<file path="src/rtl/chess_board_renderer.sv">
// Renders the 64-square layout bus as an RGB565 raster of 8x8 squares, one pixel per
// valid/ready handshake, from a snapshot taken at the start of every frame.
//
// state | meaning
// IDLE  | waiting for a layout change or a redraw request
// LATCH | snapshot the layout bus, clear the scan counters
// DRAW  | present pixels; advance on pixelReady
// DONE  | frameDone pulse, then re-latch if another frame is pending
module chess_board_renderer #(
  parameter int          CHESS_SQUARES = 64,
  parameter int          SQUARE_WIDTH  = 8,
  parameter int          MATRIX_WIDTH  = CHESS_SQUARES * SQUARE_WIDTH,
  parameter int          SQUARE_PIXELS = 30,
  parameter int          BORDER        = 2,
  parameter int          PIECE_MARGIN  = 8,
  parameter int          Y_OFFSET      = 40,
  parameter logic [15:0] LIGHT_COLOUR  = 16'hEF5D,
  parameter logic [15:0] DARK_COLOUR   = 16'h8A22,
  parameter logic [15:0] SELECT_COLOUR = 16'hF800,
  parameter logic [15:0] WHITE_PIECE   = 16'hFFFF,
  parameter logic [15:0] BLACK_PIECE   = 16'h0000
) (
  input  logic                    clock,
  input  logic                    resetApp,
  input  logic [MATRIX_WIDTH-1:0] Layout,
  input  logic                    redraw,
  input  logic                    pixelReady,
  output logic                    pixelWrite,
  output logic [15:0]             pixelData,
  output logic [7:0]              pixelX,
  output logic [8:0]              pixelY,
  output logic                    frameDone,
  output logic                    busy
);

  localparam int PW = $clog2(SQUARE_PIXELS);
  localparam logic [PW-1:0] P_LAST = PW'(SQUARE_PIXELS - 1);

  typedef enum logic [1:0] {S_IDLE, S_LATCH, S_DRAW, S_DONE} state_t;

  state_t                  state_q, state_d;
  logic                    pending_q, pending_d;
  logic [MATRIX_WIDTH-1:0] snap_q, snap_d;
  logic [PW-1:0]           px_q, px_d, py_q, py_d;
  logic [2:0]              col_q, col_d, srow_q, srow_d;
  logic [7:0]              x_q, x_d;
  logic [8:0]              y_q, y_d;

  logic       set_req;
  logic       last_pix;
  logic [2:0] brow;
  logic [8:0] sq_base;
  logic [7:0] square;
  logic       on_border, in_token, dark;
  logic [15:0] colour;

  always_ff @(posedge clock or posedge resetApp) begin
    if (resetApp) begin
      state_q   <= S_IDLE;
      pending_q <= 1'b1;
      snap_q    <= '0;
      px_q      <= '0;
      py_q      <= '0;
      col_q     <= '0;
      srow_q    <= '0;
      x_q       <= '0;
      y_q       <= '0;
    end else begin
      state_q   <= state_d;
      pending_q <= pending_d;
      snap_q    <= snap_d;
      px_q      <= px_d;
      py_q      <= py_d;
      col_q     <= col_d;
      srow_q    <= srow_d;
      x_q       <= x_d;
      y_q       <= y_d;
    end
  end

  // During LATCH the snapshot is being refreshed, so a mismatch there is not a new change.
  assign set_req  = redraw || ((state_q != S_LATCH) && (Layout != snap_q));
  assign last_pix = (px_q == P_LAST) && (col_q == 3'd7) && (py_q == P_LAST) && (srow_q == 3'd7);

  always_comb begin
    state_d   = state_q;
    pending_d = pending_q | set_req;
    snap_d    = snap_q;
    px_d      = px_q;
    py_d      = py_q;
    col_d     = col_q;
    srow_d    = srow_q;
    x_d       = x_q;
    y_d       = y_q;
    case (state_q)
      S_IDLE: begin
        if (pending_q) begin
          state_d   = S_LATCH;
          pending_d = redraw;
        end
      end
      S_LATCH: begin
        snap_d  = Layout;
        px_d    = '0;
        py_d    = '0;
        col_d   = '0;
        srow_d  = '0;
        x_d     = '0;
        y_d     = 9'(Y_OFFSET);
        state_d = S_DRAW;
      end
      S_DRAW: begin
        if (pixelReady) begin
          if (last_pix) begin
            state_d = S_DONE;
          end else if (px_q != P_LAST) begin
            px_d = px_q + 1'b1;
            x_d  = x_q + 8'd1;
          end else if (col_q != 3'd7) begin
            px_d  = '0;
            col_d = col_q + 3'd1;
            x_d   = x_q + 8'd1;
          end else begin
            px_d  = '0;
            col_d = '0;
            x_d   = '0;
            y_d   = y_q + 9'd1;
            if (py_q != P_LAST) begin
              py_d = py_q + 1'b1;
            end else begin
              py_d   = '0;
              srow_d = srow_q + 3'd1;
            end
          end
        end
      end
      S_DONE: begin
        if (pending_q) begin
          state_d   = S_LATCH;
          pending_d = redraw;
        end else begin
          state_d = S_IDLE;
        end
      end
      default: state_d = S_IDLE;
    endcase
  end

  // Screen row 0 is the top rank, i.e. board row 7.
  assign brow    = ~srow_q;
  assign sq_base = {brow, col_q, 3'b000};
  assign square  = snap_q[sq_base +: 8];

  always_comb begin
    on_border = (square[7:4] == 4'd1) &&
                ((px_q < PW'(BORDER)) || (px_q >= PW'(SQUARE_PIXELS - BORDER)) ||
                 (py_q < PW'(BORDER)) || (py_q >= PW'(SQUARE_PIXELS - BORDER)));
    in_token  = (square[2:0] != 3'd0) &&
                (px_q >= PW'(PIECE_MARGIN)) && (px_q < PW'(SQUARE_PIXELS - PIECE_MARGIN)) &&
                (py_q >= PW'(PIECE_MARGIN)) && (py_q < PW'(SQUARE_PIXELS - PIECE_MARGIN));
    dark      = ~(brow[0] ^ col_q[0]);
    if (on_border)      colour = SELECT_COLOUR;
    else if (in_token)  colour = square[3] ? BLACK_PIECE : WHITE_PIECE;
    else if (dark)      colour = DARK_COLOUR;
    else                colour = LIGHT_COLOUR;
  end

  assign pixelWrite = (state_q == S_DRAW);
  assign pixelData  = pixelWrite ? colour : 16'h0000;
  assign pixelX     = pixelWrite ? x_q : 8'd0;
  assign pixelY     = pixelWrite ? y_q : 9'd0;
  assign frameDone  = (state_q == S_DONE);
  assign busy       = (state_q != S_IDLE);

endmodule
</file>
<file path="config.mk">
export PLATFORM = sky130hd
export DESIGN_NAME = chess_board_renderer
export DESIGN_NICKNAME = d
export VERILOG_FILES = /design/src/rtl/chess_board_renderer.sv
export SDC_FILE = /design/constraint.sdc
export NUM_CORES = 2
export LEC_CHECK = 0
export ABC_CLOCK_PERIOD_IN_PS = 21300
export CORE_ASPECT_RATIO = 0.6
export CORE_MARGIN = 1
export CORE_UTILIZATION = 53
export DETAILED_ROUTE_END_ITERATION = 6
export PLACE_DENSITY = 0.85
export SYNTH_ARGS = -nofsm -noshare
export SYNTH_HDL_FRONTEND = slang
export SYNTH_SLANG_ARGS = --single-unit
</file>
<file path="constraint.sdc">
create_clock -name clock -period 21.3 [get_ports clock]
set_input_delay 4.26 -clock clock [delete_from_list [all_inputs] [get_ports clock]]
set_output_delay 4.26 -clock clock [all_outputs]
set_load 0.03 [all_outputs]
</file>
-- Word level (Yosys, flattened, before mapping)
Index checks and enable logic that the tools add are counted.
- equal/unequal tests: 20
- muxes and demuxes: 45
- $lt $le $gt $ge: 8
- add/subtract/negate cells: 6
- reduce and logical (&&, ||, !) cells: 23
- bitwise operators: 3
- shift operators: 1
- operators with widths (operator ; number):
    != test 512 bit ; 1
    indexed part select 512 x 10 -> 8 bit ; 1
    two-way mux 16 bit ; 4
    two-way mux 9 bit ; 5
    two-way mux 5 bit ; 8
    two-way mux 8 bit ; 5
    two-way mux 3 bit ; 9
    case mux 5 bit (2 select lines) ; 2
    case mux 9 bit (2 select lines) ; 1
    case mux 8 bit (2 select lines) ; 1
    two-way mux 15 bit ; 1
    != test 2 bit (second input constant) ; 6
    case mux 3 bit (2 select lines) ; 2
    adder 5 x 1 -> 5 bit (second input constant) ; 2
    == test 5 bit (second input constant) ; 2
    >= comparator 5 x 4 -> 1 bit (second input constant) ; 2
    >= comparator 5 bit (second input constant) ; 2
    < comparator 5 x 2 -> 1 bit (second input constant) ; 2
    < comparator 5 bit (second input constant) ; 2
    != test 5 bit (second input constant) ; 2
    adder 9 x 1 -> 9 bit (second input constant) ; 1
    logical AND 1 bit ; 9
    adder 8 x 1 -> 8 bit (second input constant) ; 1
    case mux 2 bit (4 select lines) ; 1
    21 further kinds ; 34
- register bits after elaboration: 548
- output and inout port bits: 36
- bits of input ports: 516

-- Logic depth before layout (Yosys ltp)
- depth in word-level cells: 10
- depth in mapped cells: 13
- mapped depth without buffers: 10

-- Least setup slack after synthesis
OpenSTA, ideal clock, no wires.
- path kind: register to output
- start: register col_q[1]
- end: output pixelData[10]
- data arrival time: 3154 ps
- path buffers: 2
- setup slack: 13886 ps
- stages on the path, launching flop included: 10
- data required time: 17040 ps
- cells stage by stage: dfrtp_1 -> buf_6 -> o31ai_1 -> o22ai_1 -> or4_4 -> o311ai_4 -> a31oi_2 -> a21oi_4 -> nor3b_2 -> buf_4
- word-level cells in the longest chain between the ends: 9
- elaborated cells on any way between the ends: 12
- classes of those cells: eq/ne: 1; shift: 1; mux: 4; reduce/logical: 6
- ends and longest elaborated chain (element ; line ; RTL):
    start: declaration ; 45 ; logic [2:0] col_q, col_d, srow_q, srow_d;
    start signal: assignment ; 74 ; col_q <= col_d;
    indexed part select 512 x 10 -> 8 bit (*) ; 152 ; assign square = snap_q[sq_base +: 8];
    nonzero test 3 bit ; 158 ; in_token = (square[2:0] != 3'd0) &&
    logical AND 1 bit ; 158 ;
    logical AND 1 bit (2 in a row) ; 159 ; (px_q >= PW'(PIECE_MARGIN)) && (px_q < PW'(SQUARE_PIXELS - PIECE_MARGIN)) &&
    logical AND 1 bit ; 160 ; (py_q >= PW'(PIECE_MARGIN)) && (py_q < PW'(SQUARE_PIXELS - PIECE_MARGIN));
    two-way mux 16 bit ; 163 ; else if (in_token) colour = square[3] ? BLACK_PIECE : WHITE_PIECE;
    two-way mux 16 bit (*) ; 162 ; if (on_border) colour = SELECT_COLOUR;
    two-way mux 16 bit (*) ; 169 ; assign pixelData = pixelWrite ? colour : 16'h0000;
    end: declaration ; 29 ; output logic [15:0] pixelData,
Every way passes the cells marked *; elsewhere a longest branch is shown, timed or not.

-- Worst setup path in the final report
- start: register col_q[1]
- end: output pixelData[5]
Same word-level chain as after synthesis.

==> impl_metrics.tcl <==
set metrics [dict create \
    r2r-end "snap_q[353]" \
    yosys_warnings 0 \
    antenna_left 0 \
    cap_viol_max_count 1 \
    synthToLayoutAreaGrowth_pct 27.1 \
    hold_path_end "x_q[7]" \
    routed_wl_mm 139 \
    io_buffers 551 \
    gp_congestion 1.07 \
    dr.pass1.iters 6 \
    grt_busiest_layer "met1" \
    hp-class "flop to flop" \
    tightestPinTransition_ns 1.47 \
    dp_cells 3678 \
    r2r-start "state_q[1]" \
    hpwl_mm 112 \
    tns_ns 0 \
    clk_path_buf_depth 3 \
    synth_top_cell_area_share 0.463 \
    synth_area_per_cell_um2 12.0 \
    design.final.nets 3514 \
    max_stage_delay_ns 0.92 \
    grt_remaining_overflow 0 \
    grt_pass1_wl_mm 187 \
    grt_max_degree 185 \
    cts_hold_buf 0 \
    drc 0 \
    grtUsageMet3 0.180 \
    initial_core_util 0.541 \
    rsz0062_at_grt "false" \
    crit_fanout 52 \
    finalCritPeriodShare 0.456 \
    cts-htree-levels 2 \
    cts_root_buffer "clkbuf_16" \
    fin_crit_ns 9.71 \
    reg2reg_slack_ns 16.90 \
    path_cells "buf_4 -> mux4_2 -> mux2i_1 -> mux4_2 -> mux2i_1 -> a311oi_1 -> o211a_1 -> clkdlybuf4s50_1" \
    synth_edf_count 0 \
    vias 25300 \
    max_freq_ghz 0.103 \
    synthCells 2466 \
    path_clk_slew_ns 0.07 \
    status "finished, violations left" \
    min_from "x_q[7]" \
    crit_path_top_delay_cell "dfrtp_4" \
    required_ns 17.04 \
    netlist_area_um2 29600 \
    vdd_drop_max_mv 0.0852 \
    hold-path-cell-count 1 \
    synth_ff_type "dfrtp_1" \
    critPathTopFamily "multiplexers" \
    arrival_ns 5.45 \
    finalHoldViolCount 0 \
    die_area_um2 56800 \
    startpoint_type "flop" \
    powerDensity_nw_per_um2 74.9 \
    yosysMostFrequentCell "dfrtp_1" \
    design_area_um2 37600 \
    initialDrtViolationCount 4209 \
    synth_area_leaders "dfrtp_1 (46%), mux2_2 (18%), xnor2_1 (8.5%)" \
    drive_gt1_frac 0.213 \
    die_w_um 307 \
    met2_usage 0.677 \
    cts_made_buffers 51 \
    final_cells 3779 \
    slew_headroom 0.0141 \
    yosysTopAreaCell "dfrtp_1" \
    fin_util 0.688 \
    crit_type "flop to output pin" \
    syn-num-nets 2997 \
    cp_num_buf_inv 2 \
    power_mw 2.82 \
    via_per_inst 6.68 \
    rows 66 \
    routedWlPerCell_um 36.7 \
    synth_cell_types 72 \
    p_leak_nw 14.4 \
    yosysSeqAreaShare 0.464 \
    violations "capacitance limit" \
    grt_use_met1 0.697 \
    dpl_cell_area_um2 35700 \
    ys_ff_latch 548 \
    synth_commonest_cells "dfrtp_1 (547), mux2_2 (482), xnor2_1 (287)" \
    slew_viol_final 0 \
    cts_sinks 548 \
    cts_setup_buffers 0 \
    die_h_um 185 \
    setup_viol 0 \
    ios 552 \
    coreArea_um2 54700 \
    async_flop_share 1.00 \
    grt_use_total 0.484 \
    cts.repair.resized 0 \
    grt_pass1_vias 23900 \
    cp-end-kind "output pin" \
    cts_tree "done" \
    fin_skew_ns 0.0336 \
    antenna_found_initial 22 \
    reg2regPathDepth 6 \
    clk_latency_ns 0.62 \
]
## power by group
part | internal, mW | total, mW | switching, mW
Clock | 0.580 | 1.02 | 0.441
Sequential | 1.10 | 1.19 | 0.0948
Combinational | 0.266 | 0.602 | 0.337
Total | 1.94 | 2.82 | 0.872
## metrics by stage
step / hold WS, ns / setup WS [ns]
2_1_floorplan: 0.445 / 1.72
3_3_place_gp: 0.468 / 12.52
3_5_place_dp: 0.495 / 12.43
4_1_cts: 0.509 / 11.79
5_1_grt: 0.532 / 11.58
6_report: 0.520 / 11.59
## layer usage
metal  share of wire  wire length, um
met1            0.41            56200
met2            0.40            56100
met3            0.15            20700
met4           0.038             5330
met5          0.0010              142
## cell families (layout without fill, tap and decap cells)
| logic type | count (synthesis) | in the layout | synth area share |
|---|---|---|---|
| other | 0 | 7 | 0 |
| XOR/XNOR | 470 | 470 | 0.139 |
| adder cells (fa/ha/maj) | 15 | 15 | 0.00635 |
| AND/OR/NAND/NOR | 492 | 492 | 0.0951 |
| multiplexers | 534 | 534 | 0.215 |
| flip-flops | 548 | 548 | 0.464 |
| buffers and inverters | 178 | 736 | 0.0259 |
| AO/OA/AOI/OAI | 229 | 229 | 0.0545 |
## state kept, by name, indices dropped and copies added (netlist names)
register	cells
srow_q	3
y_q	9
x_q	8
pending_q	1
col_q	3
state_q	2
py_q	5
px_q	5
snap_q	512
## final cells by class
type,instances,area (um2)
Antenna cell,7,17.5
Multi-Input combinational cell,1740,15100
Clock inverter,21,312
Tap cell,748,936
Timing Repair Buffer,571,5690
Fill cell,3811,17100
Clock buffer,73,1510
Sequential cell,548,13700
Inverter,71,274
## cell usage in the layout, fill, tap and decap left out, drive strengths merged, types with 6 or more instances in the layout
cell type and instances:
xnor2 287, inv 71, a211oi 10, dfrtp 547, nand4 97, nor4 92
o31ai 10, nor4b 35, mux4 33, ha 15, a221oi 15, mux2 482
clkbuf 73, o2bb2ai 12, o22ai 19, or3 9, o21ai 63, nor3 37
o211ai 6, nand2 79, bufinv 7, a21oi 24, a22oi 6, nand3 25
xor2 183, a22o 8, diode 7, a311oi 7, and2 17, clkdlybuf4s50 551
clkinv 9, mux2i 19, buf 20, nor2 57, and3 8, nand2b 9
a31oi 9
## how the worst max path moves through the flow
| stage | depth (start not counted) | endpoint | from |
|---|---|---|---|
| after global placement | 8 | pixelData[1] | col_q[1] |
| after detailed placement | 8 | pixelData[5] | col_q[1] |
| final | 8 | pixelData[5] | col_q[1] |
| after floorplan | 1 | col_q[0] | resetApp |
| after CTS | 8 | pixelData[5] | col_q[1] |
| after global routing | 10 | pixelData[6] | col_q[1] |
## worst reg2reg max path, stage by stage, from the launching register on
cell and delay (ns):
dfrtp_1 0.41, inv_1 0.17, ha_4 0.54, buf_4 0.89
buf_4 0.91, buf_4 0.87, mux2_2 0.48
No activity file was read; power rests on OpenSTA's default activity.
